--- config.mk ---
export PLATFORM = sky130hd
export DESIGN_NAME = instr_fetch_seq_flat
export DESIGN_NICKNAME = d
export VERILOG_FILES = /design/src/rtl/instr_fetch_seq_pkg.sv /design/src/rtl/instr_fetch_seq_if.sv /design/src/rtl/instr_fetch_seq_pc_reg.sv /design/src/rtl/instr_fetch_seq.sv /design/src/flat_wrapper.sv
export SDC_FILE = /design/constraint.sdc
export NUM_CORES = 1
export LEC_CHECK = 0
export ABC_AREA = 1
export BUFFER_PORTS_ARGS = -buffer_cell sky130_fd_sc_hd__buf_2
export CAP_MARGIN = 20
export CORE_ASPECT_RATIO = 2
export CORE_MARGIN = 2
export CORE_UTILIZATION = 35
export DETAILED_ROUTE_END_ITERATION = 7
export HOLD_SLACK_MARGIN = 0.03
export PLACE_DENSITY = 0.55
export SYNTH_ARGS = -nofsm -noshare
export SYNTH_HDL_FRONTEND = slang
export SYNTH_SLANG_ARGS = --single-unit
--- constraint.sdc ---
create_clock -name clk -period 1.7 [get_ports clk]
set_input_delay 0.17 -clock clk [delete_from_list [all_inputs] [get_ports clk]]
set_output_delay 0.17 -clock clk [all_outputs]
set_load 0.005 [all_outputs]
--- src/rtl/instr_fetch_seq_pkg.sv ---
// Shared constants for the 4-bit instruction fetch sequencer: phase encoding,
// two-word opcode values and the two-word decode used by the sequencer.
package instr_fetch_seq_pkg;

  typedef enum logic [2:0] {
    PH_A1 = 3'd0,
    PH_A2 = 3'd1,
    PH_A3 = 3'd2,
    PH_M1 = 3'd3,
    PH_M2 = 3'd4,
    PH_X1 = 3'd5,
    PH_X2 = 3'd6,
    PH_X3 = 3'd7
  } phase_t;

  localparam int PC_W = 12;

  localparam logic [3:0] OPC_JCN = 4'h1;
  localparam logic [3:0] OPC_FIM = 4'h2;
  localparam logic [3:0] OPC_JUN = 4'h4;
  localparam logic [3:0] OPC_JMS = 4'h5;
  localparam logic [3:0] OPC_ISZ = 4'h7;

  // FIM and SRC share opcode 2; only the even-operand form (FIM) carries a second word.
  function automatic logic is_two_word(input logic [3:0] opr, input logic [3:0] opa);
    logic two;
    two = 1'b0;
    case (opr)
      OPC_JCN, OPC_JUN, OPC_JMS, OPC_ISZ: two = 1'b1;
      OPC_FIM:                            two = ~opa[0];
      default:                            two = 1'b0;
    endcase
    return two;
  endfunction

endpackage

--- src/rtl/instr_fetch_seq_if.sv ---
// Bus bundle between the fetch sequencer (slave) and its ROM/CPU environment (master).
// There is no valid/ready handshake: every transfer is timed by the 8-phase cycle counter.
interface instr_fetch_seq_if;
  logic [3:0]  romData;
  logic        jumpEn;
  logic [11:0] jumpAddr;
  logic [2:0]  cycle;
  logic        sync;
  logic [3:0]  addrOut;
  logic        addrOe;
  logic [3:0]  opr;
  logic [3:0]  opa;
  logic        secondWord;
  logic [7:0]  operand2;
  logic [11:0] pc;

  modport master (
    output romData, jumpEn, jumpAddr,
    input  cycle, sync, addrOut, addrOe, opr, opa, secondWord, operand2, pc
  );

  modport slave (
    input  romData, jumpEn, jumpAddr,
    output cycle, sync, addrOut, addrOe, opr, opa, secondWord, operand2, pc
  );
endinterface

--- src/rtl/instr_fetch_seq_pc_reg.sv ---
// 12-bit program counter: on a step it either loads a target or increments,
// wrapping 12'hFFF to 12'h000.
module pc_reg
  import instr_fetch_seq_pkg::*;
(
  input  logic            clk,
  input  logic            rstN,
  input  logic            i_step,
  input  logic            i_load,
  input  logic [PC_W-1:0] i_load_addr,
  output logic [PC_W-1:0] o_pc
);

  logic [PC_W-1:0] r_pc;

  always_ff @(posedge clk or negedge rstN) begin
    if (!rstN) begin
      r_pc <= '0;
    end else if (i_step) begin
      r_pc <= i_load ? i_load_addr : r_pc + 12'd1;
    end
  end

  assign o_pc = r_pc;

endmodule

--- src/rtl/instr_fetch_seq.sv ---
// Eight-phase instruction fetch sequencer: drives the PC out in A1..A3, latches
// opcode/operand in M1/M2 and tracks the second word of two-word instructions.
module instr_fetch_seq
  import instr_fetch_seq_pkg::*;
(
  input  logic              clk,
  input  logic              rstN,
  instr_fetch_seq_if.slave  bus
);

  phase_t          r_cycle;
  phase_t          w_cycle_nxt;
  logic            w_sync;
  logic            w_addr_oe;
  logic [3:0]      w_addr_out;
  logic            w_at_m1;
  logic            w_at_m2;
  logic            w_at_x3;
  logic [PC_W-1:0] w_pc;

  logic [3:0]      r_holding;
  logic [3:0]      r_opr;
  logic [3:0]      r_opa;
  logic            r_second;
  logic [7:0]      r_operand2;

  always_ff @(posedge clk or negedge rstN) begin
    if (!rstN) begin
      r_cycle <= PH_A1;
    end else begin
      r_cycle <= w_cycle_nxt;
    end
  end

  // The phase counter is a free-running ring; X3 wraps naturally to A1.
  always_comb begin
    w_cycle_nxt = phase_t'(r_cycle + 3'd1);
    w_sync      = 1'b0;
    w_addr_oe   = 1'b0;
    w_addr_out  = 4'h0;
    w_at_m1     = 1'b0;
    w_at_m2     = 1'b0;
    w_at_x3     = 1'b0;
    case (r_cycle)
      PH_A1: begin w_addr_oe = 1'b1; w_addr_out = w_pc[3:0];  end
      PH_A2: begin w_addr_oe = 1'b1; w_addr_out = w_pc[7:4];  end
      PH_A3: begin w_addr_oe = 1'b1; w_addr_out = w_pc[11:8]; end
      PH_M1: w_at_m1 = 1'b1;
      PH_M2: w_at_m2 = 1'b1;
      PH_X3: begin w_sync = 1'b1; w_at_x3 = 1'b1; end
      default: ;
    endcase
  end

  // During a second-word cycle the M1/M2 nibbles go to operand2 and opr/opa are frozen.
  always_ff @(posedge clk or negedge rstN) begin
    if (!rstN) begin
      r_holding  <= 4'h0;
      r_opr      <= 4'h0;
      r_opa      <= 4'h0;
      r_second   <= 1'b0;
      r_operand2 <= 8'h00;
    end else begin
      if (w_at_m1) begin
        r_holding <= bus.romData;
      end
      if (w_at_m2) begin
        if (r_second) begin
          r_operand2 <= {r_holding, bus.romData};
        end else begin
          r_opr <= r_holding;
          r_opa <= bus.romData;
        end
      end
      if (w_at_x3) begin
        r_second <= ~r_second & is_two_word(r_opr, r_opa);
      end
    end
  end

  pc_reg u_pc_reg (
    .clk         (clk),
    .rstN        (rstN),
    .i_step      (w_at_x3),
    .i_load      (bus.jumpEn),
    .i_load_addr (bus.jumpAddr),
    .o_pc        (w_pc)
  );

  assign bus.cycle      = r_cycle;
  assign bus.sync       = w_sync;
  assign bus.addrOut    = w_addr_out;
  assign bus.addrOe     = w_addr_oe;
  assign bus.opr        = r_opr;
  assign bus.opa        = r_opa;
  assign bus.secondWord = r_second;
  assign bus.operand2   = r_operand2;
  assign bus.pc         = w_pc;

endmodule

--- src/flat_wrapper.sv ---
// flat-port wrapper written by rule: the top's interface ports become plain ports
module instr_fetch_seq_flat import instr_fetch_seq_pkg::*;
  (clk, rstN, bus_romData, bus_jumpEn, bus_jumpAddr, bus_cycle, bus_sync, bus_addrOut, bus_addrOe, bus_opr, bus_opa, bus_secondWord, bus_operand2, bus_pc);
  instr_fetch_seq_if bus_i ();
  input  logic clk;
  input  logic rstN;
  input wire logic [$bits(bus_i.romData)-1:0] bus_romData;
  input wire logic [$bits(bus_i.jumpEn)-1:0] bus_jumpEn;
  input wire logic [$bits(bus_i.jumpAddr)-1:0] bus_jumpAddr;
  output wire logic [$bits(bus_i.cycle)-1:0] bus_cycle;
  output wire logic [$bits(bus_i.sync)-1:0] bus_sync;
  output wire logic [$bits(bus_i.addrOut)-1:0] bus_addrOut;
  output wire logic [$bits(bus_i.addrOe)-1:0] bus_addrOe;
  output wire logic [$bits(bus_i.opr)-1:0] bus_opr;
  output wire logic [$bits(bus_i.opa)-1:0] bus_opa;
  output wire logic [$bits(bus_i.secondWord)-1:0] bus_secondWord;
  output wire logic [$bits(bus_i.operand2)-1:0] bus_operand2;
  output wire logic [$bits(bus_i.pc)-1:0] bus_pc;
  assign bus_i.romData = bus_romData;
  assign bus_i.jumpEn = bus_jumpEn;
  assign bus_i.jumpAddr = bus_jumpAddr;
  assign bus_cycle = bus_i.cycle;
  assign bus_sync = bus_i.sync;
  assign bus_addrOut = bus_i.addrOut;
  assign bus_addrOe = bus_i.addrOe;
  assign bus_opr = bus_i.opr;
  assign bus_opa = bus_i.opa;
  assign bus_secondWord = bus_i.secondWord;
  assign bus_operand2 = bus_i.operand2;
  assign bus_pc = bus_i.pc;
  instr_fetch_seq u_core (.clk(clk), .rstN(rstN), .bus(bus_i));
endmodule
# Word-level counts from Yosys, hierarchy flattened
# Cells that the tools add are included.
# word_totals
ff_bits	36
input_bits	19
output_inout_bits	38
word_cells	35
# op_classes
addsub	2
n_eq_ne	10
muxes	8
bitwise	3
n_reduce_logical	5
# ops
cell	count
adder 12 x 1 -> 12 bit (second input constant)	1
== test 4 x 3 -> 1 bit (second input constant)	3
2-to-1 mux 12 bit	1
one-hot mux 4 bit (3 select lines)	1
== test 3 x 2 -> 1 bit (second input constant)	2
== test 3 bit (second input constant)	2
2-to-1 mux 1 bit	5
== test 4 x 1 -> 1 bit (second input constant)	1
== test 4 x 2 -> 1 bit (second input constant)	1
AND reduction 2 bit	2
OR reduction 4 bit	1
adder 3 x 1 -> 3 bit (second input constant)	1
== test 3 x 1 -> 1 bit (second input constant)	1
logical NOT 3 bit	1
OR reduction 3 bit	1
inverter 1 bit	2
one-hot mux 1 bit (2 select lines)	1
bitwise AND 1 bit	1

# Logic depth before layout (Yosys ltp)
# logic_depth
ltp_word	5
mapped_depth	8

# Hierarchy
# Synthesis repeated with hierarchy kept, for this count alone.
# unflattened
cells_unflattened	249
hier_area_um2	1935.6
# by_module_without_submodules
mod	instances	cells_each	area_each_um2	seq_area_each_um2
instr_fetch_seq	1	124	1127.3	600.6
pc_reg	1	125	808.3	300.3

# Worst setup path before layout
# Ideal clock, no wire load.
# synth_path
path_kind	register to register
start	register u_core.r_cycle[0] (netlist: u_core.bus.cycle[0])
end	register u_core.u_pc_reg.r_pc[2] (netlist: u_core.u_pc_reg.o_pc[2])
setup_ns	0.120
arrival_time_ns	1.389
required_ns	1.580
path_slack_ns	0.191
path_stages_with_launch	8
n_path_buf	1
period_less_slack_ns	1.509
path_cell_list	dfrtp_1 ha_1 ha_1 inv_1 buf_2 nor2_1 o21ai_0 inv_1
# synth_via
elab_chain_len	2
# synth_rtl
element	line_no	rtl
start, declared	instr_fetch_seq.sv:11	phase_t r_cycle;
start signal, assigned	instr_fetch_seq.sv:31	r_cycle <= w_cycle_nxt;
== test 3 bit	n/a	
2-to-1 mux 1 bit	n/a	
named net bus_sync	flat_wrapper.sv:11	output wire logic [$bits(bus_i.sync)-1:0] bus_sync;
end signal, assigned	instr_fetch_seq_pc_reg.sv:20	r_pc <= i_load ? i_load_addr : r_pc + 12'd1;
end, declared	instr_fetch_seq_pc_reg.sv:14	logic [PC_W-1:0] r_pc;
# The timed path passes the listed nets, and every way through them passes these cells.
# A chain may end at the register's enable or synchronous reset.

# Worst setup path after layout
# layout_path
start	register u_core.r_cycle[0] (netlist: u_core.bus.cycle[0])
end	output port bus_sync
# layout_via
elab_chain_len	2
# layout_rtl
element	line_no	rtl
== test 3 bit	instr_fetch_seq.sv:44	case (r_cycle)
2-to-1 mux 1 bit	instr_fetch_seq.sv:44	
end, declared	flat_wrapper.sv:11	
# No other way between the ends.

==> flow_summary.yaml <==
die:
  die_y_um: 112
  die_area_mm2: 0.00646
  std_cell_rows: 39
  ioPinCount: 57
  core_area_mm2: 0.00566
  start_util_pct: 35.9
  die_w_um: 57.8
global_route:
  grt_pass1_vias: 1803
  antenna_found_initial: 0
  grt_usage_pct: 17.1
  grt_max_degree: 37
  overflow: 0
  grt_pass1_wl_um: 8520
power:
  p_leak_nw: 1.33
  power_density_mw_per_mm2: 1140
  ir_drop_mv: 0.747
  power.total_mw: 2.94
cts:
  cts_buffers: 5
  clkTransAtPathRegs_ns: 0.06
  cts_buffer_depth: 2
  worstSkewPairLatency_ns: 0.28
  tritoncts: "built"
  clockRootBuffer: "clkbuf_16"
  cts_sinks: 36
  htreeDepth: 2
timing:
  slew_headroom_pct: 67.9
  final_hold_viol_count: 0
  fmax_ghz: 0.619
  final-setup-viol-count: 0
  drv_slew: 0
  max_slew.worst_pin.slew_ns: 0.482
  min_period_ns: 1.62
  clock_skew_ns: 0.00433
  fin_crit_sh_pct: 95.1
layout:
  final_core_util_pct: 45.6
  layout.nets: 339
  layout.cells.non_filler: 374
  final_layout_size_suffix_gt1_share_pct: 34.8
  antenna_cells: 0
  multi_input_area_um2: 980
  regArea_um2: 901
  syn_to_final_growth_pct: 27.3
  fill_cells: 577
route:
  avgViaCountPerCell: 4.89
  routedWlPerCell_um: 13.8
  ant_nets: 0
  detailroute.via_count: 1828
  dr.pass1.iters: 6
  highest_layer: "met4"
  drc: 0
  wl_met1_um: 1900
  wl_um: 5160
  met2_length_um: 2870
  wl_met3_um: 253
  drt_iter0_drc: 74
critical_path:
  cp_data_arrival_time_ns: 1.45
  critPathMaxFanout: 12
  critical_path_class: "reg2out"
  cp_data_required_time_ns: 1.53
  end_kind: "output pin"
  start_kind: "register"
yosys:
  ys_ff_latch: 36
  async_reset_ff_share_pct: 100
  seq_area_frac_synth_pct: 44.4
  yosysUniqueCellTypes: 27
  synth_ff_type: "dfrtp_1"
  ys_warn_count: 0
  syn_nets: 273
  synth_edf_count: 0
  avgSynthCellArea_um2: 8.22
  synth_cells: 247
  synth.cell_area_mm2: 0.00203
placed_design:
  place.gp.congestion: 0.918
  portBuffers: 56
  dp_hpwl_um: 3880
  placed_cells: 364
worst_hold_path:
  hold_class: "in2reg"
flow_run:
  maxCapViolations: 0
status:
  status: "complete, no violations"
cells in the final DEF, fill, tap and decap left out, drive strengths merged, types with 2 or more instances in the layout:
cell type   n
nand2      72
buf        64
dfrtp      36
o21ai      36
inv        33
nor2       21
nand3      16
a21oi       8
ha          7
clkbuf      7
nand4       4
or2         2
power by group:
part	internal (mW)	switching, mW	total, mW	leakage (nW)
logic	0.350	0.372	0.722	0.830
clock network	0.615	0.342	0.957	0.0760
registers	1.07	0.186	1.26	0.428
total	2.04	0.900	2.94	1.33
flip-flops by register name (all words and copies together) (netlist names):
register / cells
u_core.bus.opa: 4
u_core.u_pc_reg.o_pc: 12
u_core.bus.cycle: 3
u_core.bus.opr: 4
u_core.bus.secondWord: 1
u_core.r_holding: 4
u_core.bus.operand2: 8
critical path, stage by stage (launching register included):
cell,delay [ns]
dfrtp_1,0.41
ha_1,0.23
ha_1,0.19
buf_4,0.19
buf_2,0.14
timing repair:
action | CTS | global route
gates resized for setup | 1 | 9
setup buffers | 0 | 2
endpoints found under the setup margin | 2 | 4
pin swaps | 0 | 2
hold buffers | 1 | 0
hold endpoints to repair | 36 | 0
routing by layer:
layer	up-vias	global-route usage [%]
li1	921	-
met1	839	18.2
met2	56	31.8
met3	12	3.14
met4	0	6.82
met5	-	0
cell usage after synthesis, types with 2 or more instances:
| master | number | area share (%) |
|---|---|---|
| o21ai_1 | 6 | 1.5 |
| nor2_4 | 3 | 1.7 |
| o21ai_2 | 17 | 7.3 |
| buf_6 | 4 | 2.2 |
| inv_1 | 31 | 5.7 |
| nand2_2 | 6 | 1.8 |
| nor2_1 | 18 | 3.3 |
| nand4_1 | 4 | 1.2 |
| nand3_4 | 2 | 1.7 |
| inv_2 | 2 | 0.37 |
| ha_1 | 7 | 4.3 |
| a21oi_1 | 8 | 2.0 |
| nand2_1 | 66 | 12 |
| dfrtp_1 | 36 | 44 |
| nand3_1 | 13 | 3.2 |
| o21ai_0 | 13 | 3.2 |
cell families after synthesis:
group	after synthesis	synth area share, %
AND/OR/NAND/NOR	117	26.9
adder cells (fa/ha/maj)	7	4.32
AO/OA/AOI/OAI	48	15.4
flip-flops	36	44.4
buffers and inverters	39	8.94
path summary, 6_finish.rpt:
kind	from	depth (start not counted)	to	slack, ns
hold / removal	bus_romData[1]	3	u_core.r_holding[1]$_DFFE_PN0N_	0.11
setup / recovery	u_core.bus.cycle[0]$_DFF_PN0_	4	bus_sync	0.08
min in group asynchronous	rstN	3	u_core.u_pc_reg.o_pc[5]$_DFFE_PN0P_	0.46
max in group asynchronous	rstN	3	u_core.bus.operand2[5]$_DFFE_PN0P_	0.89
hold reg to reg	u_core.bus.opa[2]$_DFFE_PN0P_	2	u_core.bus.opa[2]$_DFFE_PN0P_	0.48
setup reg to reg	u_core.bus.cycle[0]$_DFF_PN0_	7	u_core.u_pc_reg.o_pc[3]$_DFFE_PN0P_	0.25
final cells by class:
cell class                      instances  share of cell area, %
Inverter                               33                   4.79
Sequential cell                        36                   34.9
Clock buffer                            7                   5.91
Tap cell                               61                   2.95
Multi-Input combinational cell        172                   37.9
Timing Repair Buffer                   65                   13.6
stage by stage:
| stage | hold slack, ns | cell area, µm² | setup slack [ns] | TNS (ns) |
|---|---|---|---|---|
| 2_1_floorplan | -0.126 | 2030 | 0.191 | 0 |
| 3_3_place_gp | 0.246 | 2370 | 0.272 | 0 |
| 3_5_place_dp | 0.254 | 2370 | 0.259 | 0 |
| 4_1_cts | 0.113 | 2540 | 0.00411 | 0 |
| 5_1_grt | 0.128 | 2580 | -0.00792 | -0.00868 |
| 6_report | 0.112 | 2580 | 0.0837 | 0 |
(Power assumes the default switching activity.)
